===== config.mk =====
export PLATFORM = sky130hd
export DESIGN_NAME = vx_lsu_prefetch_sched
export DESIGN_NICKNAME = d
export VERILOG_FILES = /design/src/rtl/vx_lsu_prefetch_sched.sv
export SDC_FILE = /design/constraint.sdc
export NUM_CORES = 1
export LEC_CHECK = 0
export ABC_AREA = 1
export CORE_ASPECT_RATIO = 0.75
export CORE_MARGIN = 1.5
export CORE_UTILIZATION = 40
export CTS_CLUSTER_DIAMETER = 100
export CTS_CLUSTER_SIZE = 14
export DETAILED_ROUTE_END_ITERATION = 10
export HOLD_SLACK_MARGIN = 0.05
export PLACE_DENSITY = 0.63
export SYNTH_ARGS = -nofsm -noshare
export SYNTH_HDL_FRONTEND = slang
export SYNTH_SLANG_ARGS = --single-unit

===== constraint.sdc =====
create_clock -name i_clk -period 2.9 [get_ports i_clk]
set_input_delay 0.58 -clock i_clk [delete_from_list [all_inputs] [get_ports i_clk]]
set_output_delay 0.58 -clock i_clk [all_outputs]
set_load 0.005 [all_outputs]

===== src/rtl/vx_lsu_prefetch_sched.sv =====
// vx_lsu_prefetch_sched: shares the LSU dcache request port between demand requests and next-line prefetches
// Build option PF_DEDUP_EN: silently discard candidates whose line is already queued or was the last one issued.
module vx_lsu_prefetch_sched #(
    parameter int LINE_SIZE    = 64,
    parameter int PFQ_SIZE     = 4,
    parameter int PF_MAX_OUT   = 4,
    parameter int PF_TIMEOUT   = 16,
    parameter int STRIDE_LINES = 1,
    parameter int CNT_W        = 16
) (
    input  logic             i_clk,
    input  logic             i_reset,
    input  logic             i_pf_enable,
    input  logic             i_dmd_valid,
    output logic             o_dmd_ready,
    input  logic             i_dmd_is_load,
    input  logic [31:0]      i_dmd_addr,
    output logic             o_req_valid,
    input  logic             i_req_ready,
    output logic             o_req_is_pf,
    output logic [29:0]      o_req_pf_addr,
    input  logic             i_pf_rsp_valid,
    output logic [CNT_W-1:0] o_pf_issued_cnt,
    output logic [CNT_W-1:0] o_pf_drop_cnt
);
    localparam int LB = $clog2(LINE_SIZE);
    localparam int LW = 32 - LB;
    localparam int PW = $clog2(PFQ_SIZE);
    localparam int CW = $clog2(PF_MAX_OUT + 1);
    localparam int AW = $clog2(PF_TIMEOUT);

    logic [LW-1:0]    r_q [PFQ_SIZE];
    logic [PW-1:0]    r_rd;
    logic [PW-1:0]    r_wr;
    logic [PW:0]      r_cnt;
    logic [AW-1:0]    r_age;
    logic [CW-1:0]    r_credits;
    logic [CNT_W-1:0] r_issued;
    logic [CNT_W-1:0] r_drop;

    logic          w_empty;
    logic          w_full;
    logic          w_pf_elig;
    logic          w_pf_fire;
    logic          w_dmd_fire;
    logic          w_train;
    logic          w_timeout;
    logic          w_pop;
    logic          w_dup;
    logic          w_push;
    logic          w_full_drop;
    logic          w_rsp;
    logic [LW-1:0] w_cand;
    logic [LW-1:0] w_head;

    assign w_empty     = r_cnt == '0;
    assign w_full      = r_cnt == (PW+1)'(PFQ_SIZE);
    assign w_pf_elig   = ~w_empty & (r_credits != '0) & i_pf_enable;
    assign o_req_valid = i_reset & (i_dmd_valid | w_pf_elig);
    assign o_dmd_ready = i_reset & i_req_ready & i_dmd_valid;
    assign o_req_is_pf = i_reset & ~i_dmd_valid & w_pf_elig;
    assign w_head      = r_q[r_rd];
    assign o_req_pf_addr = 30'({w_head, {LB{1'b0}}} >> 2);

    assign w_pf_fire   = o_req_valid & i_req_ready & o_req_is_pf;
    assign w_dmd_fire  = i_dmd_valid & o_dmd_ready;
    assign w_train     = w_dmd_fire & i_dmd_is_load & i_pf_enable;
    assign w_cand      = LW'((i_dmd_addr >> LB) + 32'(STRIDE_LINES));
    // a fire in the timeout cycle wins, so the head is only aged out when it did not issue
    assign w_timeout   = i_pf_enable & ~w_empty & ~w_pf_fire & (r_age == AW'(PF_TIMEOUT - 1));
    assign w_pop       = w_pf_fire | w_timeout;
    assign w_push      = w_train & ~w_dup & (~w_full | w_pop);
    assign w_full_drop = w_train & ~w_dup & w_full & ~w_pop;
    // a response with nothing outstanding is stale and must not mint a credit
    assign w_rsp       = i_pf_rsp_valid & (r_credits != CW'(PF_MAX_OUT));

    assign o_pf_issued_cnt = r_issued;
    assign o_pf_drop_cnt   = r_drop;

`ifdef PF_DEDUP_EN
    logic [LW-1:0] r_last_line;

    // candidate matches the last issued line or any occupied FIFO slot
    always_comb begin
        w_dup = w_cand == r_last_line;
        for (int i = 0; i < PFQ_SIZE; i++)
            w_dup = w_dup | ((r_q[i] == w_cand) & ({1'b0, PW'(i) - r_rd} < r_cnt));
    end

    // remember the line of every issued prefetch
    always_ff @(posedge i_clk) begin
        if (!i_reset)
            r_last_line <= '0;
        else if (w_pf_fire)
            r_last_line <= w_head;
    end
`else
    assign w_dup = 1'b0;
`endif

    // candidate FIFO and head age; disabling prefetch flushes without counting drops
    always_ff @(posedge i_clk) begin
        if (!i_reset) begin
            r_rd  <= '0;
            r_wr  <= '0;
            r_cnt <= '0;
            r_age <= '0;
        end else if (!i_pf_enable) begin
            r_rd  <= r_wr;
            r_cnt <= '0;
            r_age <= '0;
        end else begin
            if (w_push) begin
                r_q[r_wr] <= w_cand;
                r_wr      <= r_wr + PW'(1);
            end
            if (w_pop)
                r_rd <= r_rd + PW'(1);
            r_cnt <= r_cnt + (PW+1)'(w_push) - (PW+1)'(w_pop);
            r_age <= (w_pop || w_empty) ? '0 : r_age + AW'(1);
        end
    end

    // outstanding-prefetch credits and saturating status counters
    always_ff @(posedge i_clk) begin
        if (!i_reset) begin
            r_credits <= CW'(PF_MAX_OUT);
            r_issued  <= '0;
            r_drop    <= '0;
        end else begin
            r_credits <= r_credits - CW'(w_pf_fire) + CW'(w_rsp);
            r_issued  <= r_issued + CNT_W'(w_pf_fire & ~&r_issued);
            r_drop    <= r_drop + CNT_W'((w_full_drop | w_timeout) & ~&r_drop);
        end
    end
endmodule

==> metrics, run 1 <==
status finished, final reports clean; sw frac 0.2370; Post-DRT Antenna Nets 0; largest net degree at the start of global routing 53; Site Rows between 40 and 50; Post-route DRC 0; GPL Wtd Cong about 0.83; Final Hold Viols 0; unrepaired setup endpoints after global routing false; crit-path leading delay family buffers and inverters; Synth Instances 681; first-pass GRT wire length between 20 and 25 mm; Worst Path Max Fanout 3; WP buf/inv 5; share of post-route cells with drive strength above 1 0.1321; Clk pwr share 0.444; cts hold-fix bufs 0; Finished Cell Area a little under 9000 um^2; crit path DAT about 2200 ps; Clock Root Buffer clkbuf_16; Reg2Reg Setup Slack 330 ps; CTS clk-pin slew, worst paths around 60 ps; total chip power 0.004875 W; sequential share of power 0.478; DP HPWL 10.57 mm; CTS Buf Count 17; Required @ worst endpoint approximately 2300 ps; reg2reg path depth 15; #FFs+latches synth approximately 150; Slowest Stage Delay on Critical Path approximately 500 ps; vias in the first global route 4881; Crit. path cell count 8; Yosys warning total 0; syn_area_per_cell between 10 and 15 um^2; setup_tns 0 ps; total track usage 0.1806; Max Buffers Root-to-Sink 2; slowest library cell on the worst path clkdlybuf4s50_1; chip height 116.1 um; Net Sw Power 0.001155 W; reg-to-reg critical path endpoint o_pf_drop_cnt[8]; maximum vdd drop 0.3981 mV; clk_lat worst skew 420 ps; drt first-iter violations 259; Post-Layout Cell Count 1040; clock sink total 152; # setup viols final 0; PortBufs 93; Placed Instances 1008; startpoint types input port; crit-path cells clkdlybuf4s50_1, buf_4, nand2_2, a21oi_2, buf_4, nand3_1, inv_1, clkdlybuf4s50_1; Initial Utilization 0.4070; total of max-cap violations 0; vias post-DR 5185; crit path to o_req_is_pf; critical path class in2out; post-synth top area cell edfxtp_1; PwrDens about 550 nW/um^2; Setup WS post-layout 124.1 ps; Worst Skew 9.483 ps; Via-to-Cell Ratio 4.986; mapped cell area 6827 um^2; Leak approximately 3.3 nW; grt total ovfl 0; Logic pwr share 0.078; CTS tree yes; placed cell areas 8313 um^2; DR pass1 iterations 4; Final nets 867; Netlist cell types 40; synth-to-layout area growth 30.77%; DIE WIDTH 153.9 um; CP Capture Type output port; Antenna diodes 0; sequential area share after synthesis 0.5982; min cycle time layout 2776 ps; worst setup path start i_reset; core region area 16770 um^2; synth top area cells edfxtp_1, dfxtp_1, nor2_1, o21ai_0, nand2_1; Placement Setup Slack -311.5 ps; fmax 360.2 MHz; max-slew violations 0; postcts setup bufs 0; initial antenna violation count 0; area share of the largest cell type after synthesis 0.4575; period utilization 0.9572; Min-Delay Path Class reg2reg; drt wl/cell ~15 um; die footprint 17870 um^2; WL final approximately 16 mm; r2r startpoint o_pf_drop_cnt[7]; Ports ~100; H-tree levels 4; Int Power between 0.003 and 0.004 W
## synthesized netlist by cell type
master      n
a211oi_1    1
a21oi_1    22
a21oi_2     1
a31oi_1     2
buf_1       2
buf_2       1
buf_4       4
clkbuf_1   16
conb_1      1
dfxtp_1    48
edfxtp_1  104
fa_1        2
ha_1       14
inv_1      72
inv_2       2
nand2_1    74
nand2_2     6
nand3_1    29
nand3_2     6
nand3b_1    3
nand4_1     9
nand4_2     1
nor2_1    110
nor2_2      2
nor2_4      3
nor3_1      9
nor3_2      3
nor3_4      1
nor3b_1     1
nor3b_2     1
nor4_1      1
o21a_1      1
o21ai_0    63
o21ai_1     1
o21bai_1    1
o22ai_1    26
or2_0       1
or2_2       5
xnor2_1    13
xor2_1     19
## power groups by stage
stage / logic [W] / clock network, W / registers, W
final: 0.000379 / 0.00216 / 0.00233
after global routing: 0.000416 / 0.00229 / 0.00233
after CTS: 0.000380 / 0.00221 / 0.00233
after detailed placement: 0.000378 / 0 / 0.00238
after global placement: 0.000368 / 0 / 0.00238
after floorplan: 0.000168 / 0 / 0.00238
## cell usage in the layout, fill, tap and decap left out, types with 3 or more instances in the layout
master,Yosys,layout
a21oi_1,22,22
buf_12,0,6
buf_4,4,32
clkbuf_16,0,17
clkdlybuf4s50_1,0,91
conb_1,1,4
dfxtp_1,48,48
edfxtp_1,104,104
ha_1,14,14
inv_1,72,72
inv_6,0,5
inv_8,0,4
nand2_1,74,74
nand2_2,6,6
nand3_1,29,29
nand3_2,6,6
nand3b_1,3,3
nand4_1,9,9
nor2_1,110,104
nor2_2,2,8
nor2_4,3,3
nor3_1,9,9
nor3_2,3,3
o21ai_0,63,63
o22ai_1,26,26
or2_2,5,5
xnor2_1,13,13
xor2_1,19,19
## per-layer routing
metal / vias to the layer above / share of wire / global-route usage
met2: 114 / 0.48 / 0.2863
met3: 18 / 0.036 / 0.03488
met1: 2480 / 0.47 / 0.2492
met4: 0 / 0.016 / 0.06731
li1: 2573 / - / -
met5: - / 0 / 0
## sequential cells by signal, indices dropped and copies added (netlist names), named ones only
name	cells
o_pf_drop_cnt	16
o_pf_issued_cnt	16
r_age	4
r_cnt	3
r_credits	3
r_q	104
r_rd	2
r_wr	2
## per-stage QoR
stage / hold WS, ps / utilization
6_report: 453.9 / 0.5322
3_5_place_dp: 442.4 / 0.4956
5_1_grt: 495.0 / 0.5322
2_1_floorplan: 417.5 / -
3_3_place_gp: 424.5 / 0.4956
4_1_cts: 456.8 / 0.5302
## cells by family after synthesis
kind of cell	share of synthesized area
DFF	0.5982
AOI/OAI and AO/OA	0.09329
xor gates and xnor gates	0.04106
buffers and inverters	0.05572
adders and majority gates	0.03153
other	0.0005493
and+or+nand+nor	0.1796
## what timing repair did
item,CTS,global route
gates resized for setup,0,8
endpoints found under the hold margin,0,0
setup endpoints to repair,0,7
## worst min-delay path by stage
stage	startpoint	to	cells past startpoint
2_1_floorplan	r_age[0]	r_age[0]	1
3_3_place_gp	r_age[0]	r_age[0]	1
4_1_cts	r_age[0]	r_age[0]	1
6_report	r_age[0]	r_age[0]	1
3_5_place_dp	r_age[0]	r_age[0]	1
5_1_grt	r_age[0]	r_age[0]	1
## cell type report
class	count	area [um^2]
clock buffers	17	425.4
clock inverters	15	155.1
fillers	1435	7848
inverters	74	277.8
multi-input cells	435	2409
flip-flops and latches	152	4084
well taps	215	269.0
repair buffers	132	1308
Note: power is estimated with default switching activity, not from simulation.
==> run 2, diff against run 1 <==
--- a/config.mk
+++ b/config.mk
@@ -7,7 +7,7 @@
 export LEC_CHECK = 0
 export ABC_AREA = 1
 export CORE_ASPECT_RATIO = 0.75
-export CORE_MARGIN = 1.5
+export CORE_MARGIN = 8
 export CORE_UTILIZATION = 40
 export CTS_CLUSTER_DIAMETER = 100
 export CTS_CLUSTER_SIZE = 14
==> run 2 against run 1 <==
Against the previous run: design area shrank 0.49%; combinational power shrank 1%; count of clock-buffer cells in the layout is the same; sequential power is essentially flat; worst setup slack lost 56 ps; non-clock buffer count is the same; wire length grew 1.7%; flip-flop and latch count is the same; fmax shrank 2.0%; critical path type unchanged; critical endpoint is now o_req_valid.
==> metrics, run 2 (synthesized netlist as in run 1, its figures left out) <==
status finished, final reports clean; CTS tree yes; initial antenna violation count 0 (unchanged); Antenna diodes 0 (unchanged); Worst Path Max Fanout 3 (unchanged); Post-route DRC 0 (unchanged); max FFs per register 104 (unchanged); grt total ovfl 0 (unchanged); Final nets 867 (unchanged); startpoint types input port; Hold Path Sink r_age[0]; clk_lat worst skew 420 ps (about the same); reg2reg path depth 14 (-1); drt wl/cell 15.22 um (+1.7%); PortBufs 93 (unchanged); reg-to-reg critical path endpoint r_cnt[2]; min cycle time layout 2831 ps (+55.54 ps); GPL Wtd Cong 0.8433 (+1.2%); Reg2Reg Setup Slack 330 ps (about the same); total chip power 0.004772 W (-2.1%); fmax 353.2 MHz (-2.0%); most common cell after layout, fill and taps aside nor2_1; Site Rows 41 (unchanged); CTS Buf Count 17 (unchanged); Required @ worst endpoint 2320 ps (about the same); Post-DRT Antenna Nets 0 (unchanged); vias post-DR 5142 (-0.83%); Via-to-Cell Ratio 4.944 (-0.83%); largest register by flop count r_q; Least-Margin Pin Slew between 500 and 600 ps; Leak 3.310 nW (-1.0%); crit path DAT 2250 ps (+50 ps); placed cell areas 8300 um^2 (-0.15%); share of post-route cells with drive strength above 1 0.1309 (-0.001212); Ports 104 (unchanged); die footprint 21550 um^2 (+21%); postcts setup bufs 0 (unchanged); critical path class in2out; H-tree levels 4 (unchanged); Initial Utilization 0.4070 (unchanged); synth-to-layout area growth 30.13%; CTS clk-pin slew, worst paths 60 ps (about the same); Finished Cell Area 8884 um^2 (-0.49%); WL final 15.83 mm (+1.7%); relative slew slack 0.6637; first-pass GRT wire length 25.74 mm (+3.5%); clock sink total 152 (unchanged); chip height 129.1 um (+11%); maximum vdd drop 0.4007 mV (+0.65%); # setup viols final 0 (unchanged); r2r startpoint r_cnt[1]; worst setup path start i_reset; DP HPWL 11.07 mm (+4.7%); vias in the first global route 5068 (+3.8%); Clock Root Buffer clkbuf_16; worst hold path cell count 1 (unchanged); CP Capture Type output port; Final Hold Viols 0 (unchanged); period utilization 0.9764 (+0.01915); PwrDens 537.1 nW/um^2 (-1.6%); core region area 16770 um^2 (unchanged); total of max-cap violations 0 (unchanged); Max Buffers Root-to-Sink 2 (unchanged); drt first-iter violations 354 (+37%); max-slew violations 0 (unchanged); most frequent cells in the layout nor2_1, edfxtp_1, clkdlybuf4s50_1; DR pass1 iterations 6 (+2); Min-Delay Path Class reg2reg; final hold slack 451.4 ps (-2.522 ps); Worst Skew 8.656 ps (-0.8271 ps); hold_sp r_age[0]; DIE WIDTH 166.9 um (+8.4%); largest net degree at the start of global routing 53 (unchanged); total track usage 0.1504 (-0.03025)
## run 2: cell type report
class	count	area, um^2
clock buffer	17	425.4
tap	215	269.0
clock inverter	15	135.1
inverter	74	277.8
fill	1427	7891
multi-input combinational	435	2400
sequential	152	4084
timing repair buffer	132	1292
## run 2: through the flow
| stage | cells | setup TNS, ps | setup slack, ps | utilization |
|---|---|---|---|---|
| 6_report | 1040 | 0 | 68.52 | 0.5296 |
| 5_1_grt | 1040 | -48.42 | -21.75 | 0.5296 |
| 4_1_cts | 1040 | 0 | 47.04 | 0.5282 |
| 3_5_place_dp | 1008 | -2098 | -254.3 | 0.4948 |
| 3_3_place_gp | 1008 | -1126 | -184.4 | 0.4948 |
| 2_1_floorplan | 684 | 0 | 205.0 | - |
## run 2: routing by layer
| metal | track usage | up-vias | part of all wire |
|---|---|---|---|
| met2 | 0.2566 | 112 | 0.49 |
| li1 | - | 2576 | - |
| met3 | 0.04011 | 15 | 0.045 |
| met4 | 0.05335 | 0 | 0.012 |
| met1 | 0.1826 | 2439 | 0.46 |
| met5 | 0 | - | 0 |
## run 2: worst max-delay path by stage
| stage | endpoint | slack (ps) | depth (start not counted) |
|---|---|---|---|
| global placement | r_cnt[2] | -180 | 14 |
| detailed placement | r_cnt[2] | -250 | 14 |
| finish | o_req_valid | 70 | 8 |
| floorplan | r_q[1][0] | 200 | 6 |
| global route | o_pf_issued_cnt[14] | -20 | 16 |
| CTS | o_req_valid | 50 | 6 |
## run 2: worst max-delay path: stages
cell,delay [ps]
clkdlybuf4s50_1,480
buf_4,120
nand2_2,60
a21oi_2,180
buf_4,150
nand2_1,40
o21ai_0,80
clkdlybuf4s50_1,550
## run 2: what timing repair did
action,CTS,global route
endpoints found under the setup margin,0,6
resized for setup,0,5
hold buffers,0,0
## run 2: power by group
part	switching, W	internal [W]	leakage, nW
clock	0.000938	0.00113	0.267
sequential	0.00000493	0.00233	1.32
combinational	0.000201	0.000174	1.72
total	0.00114	0.00363	3.31
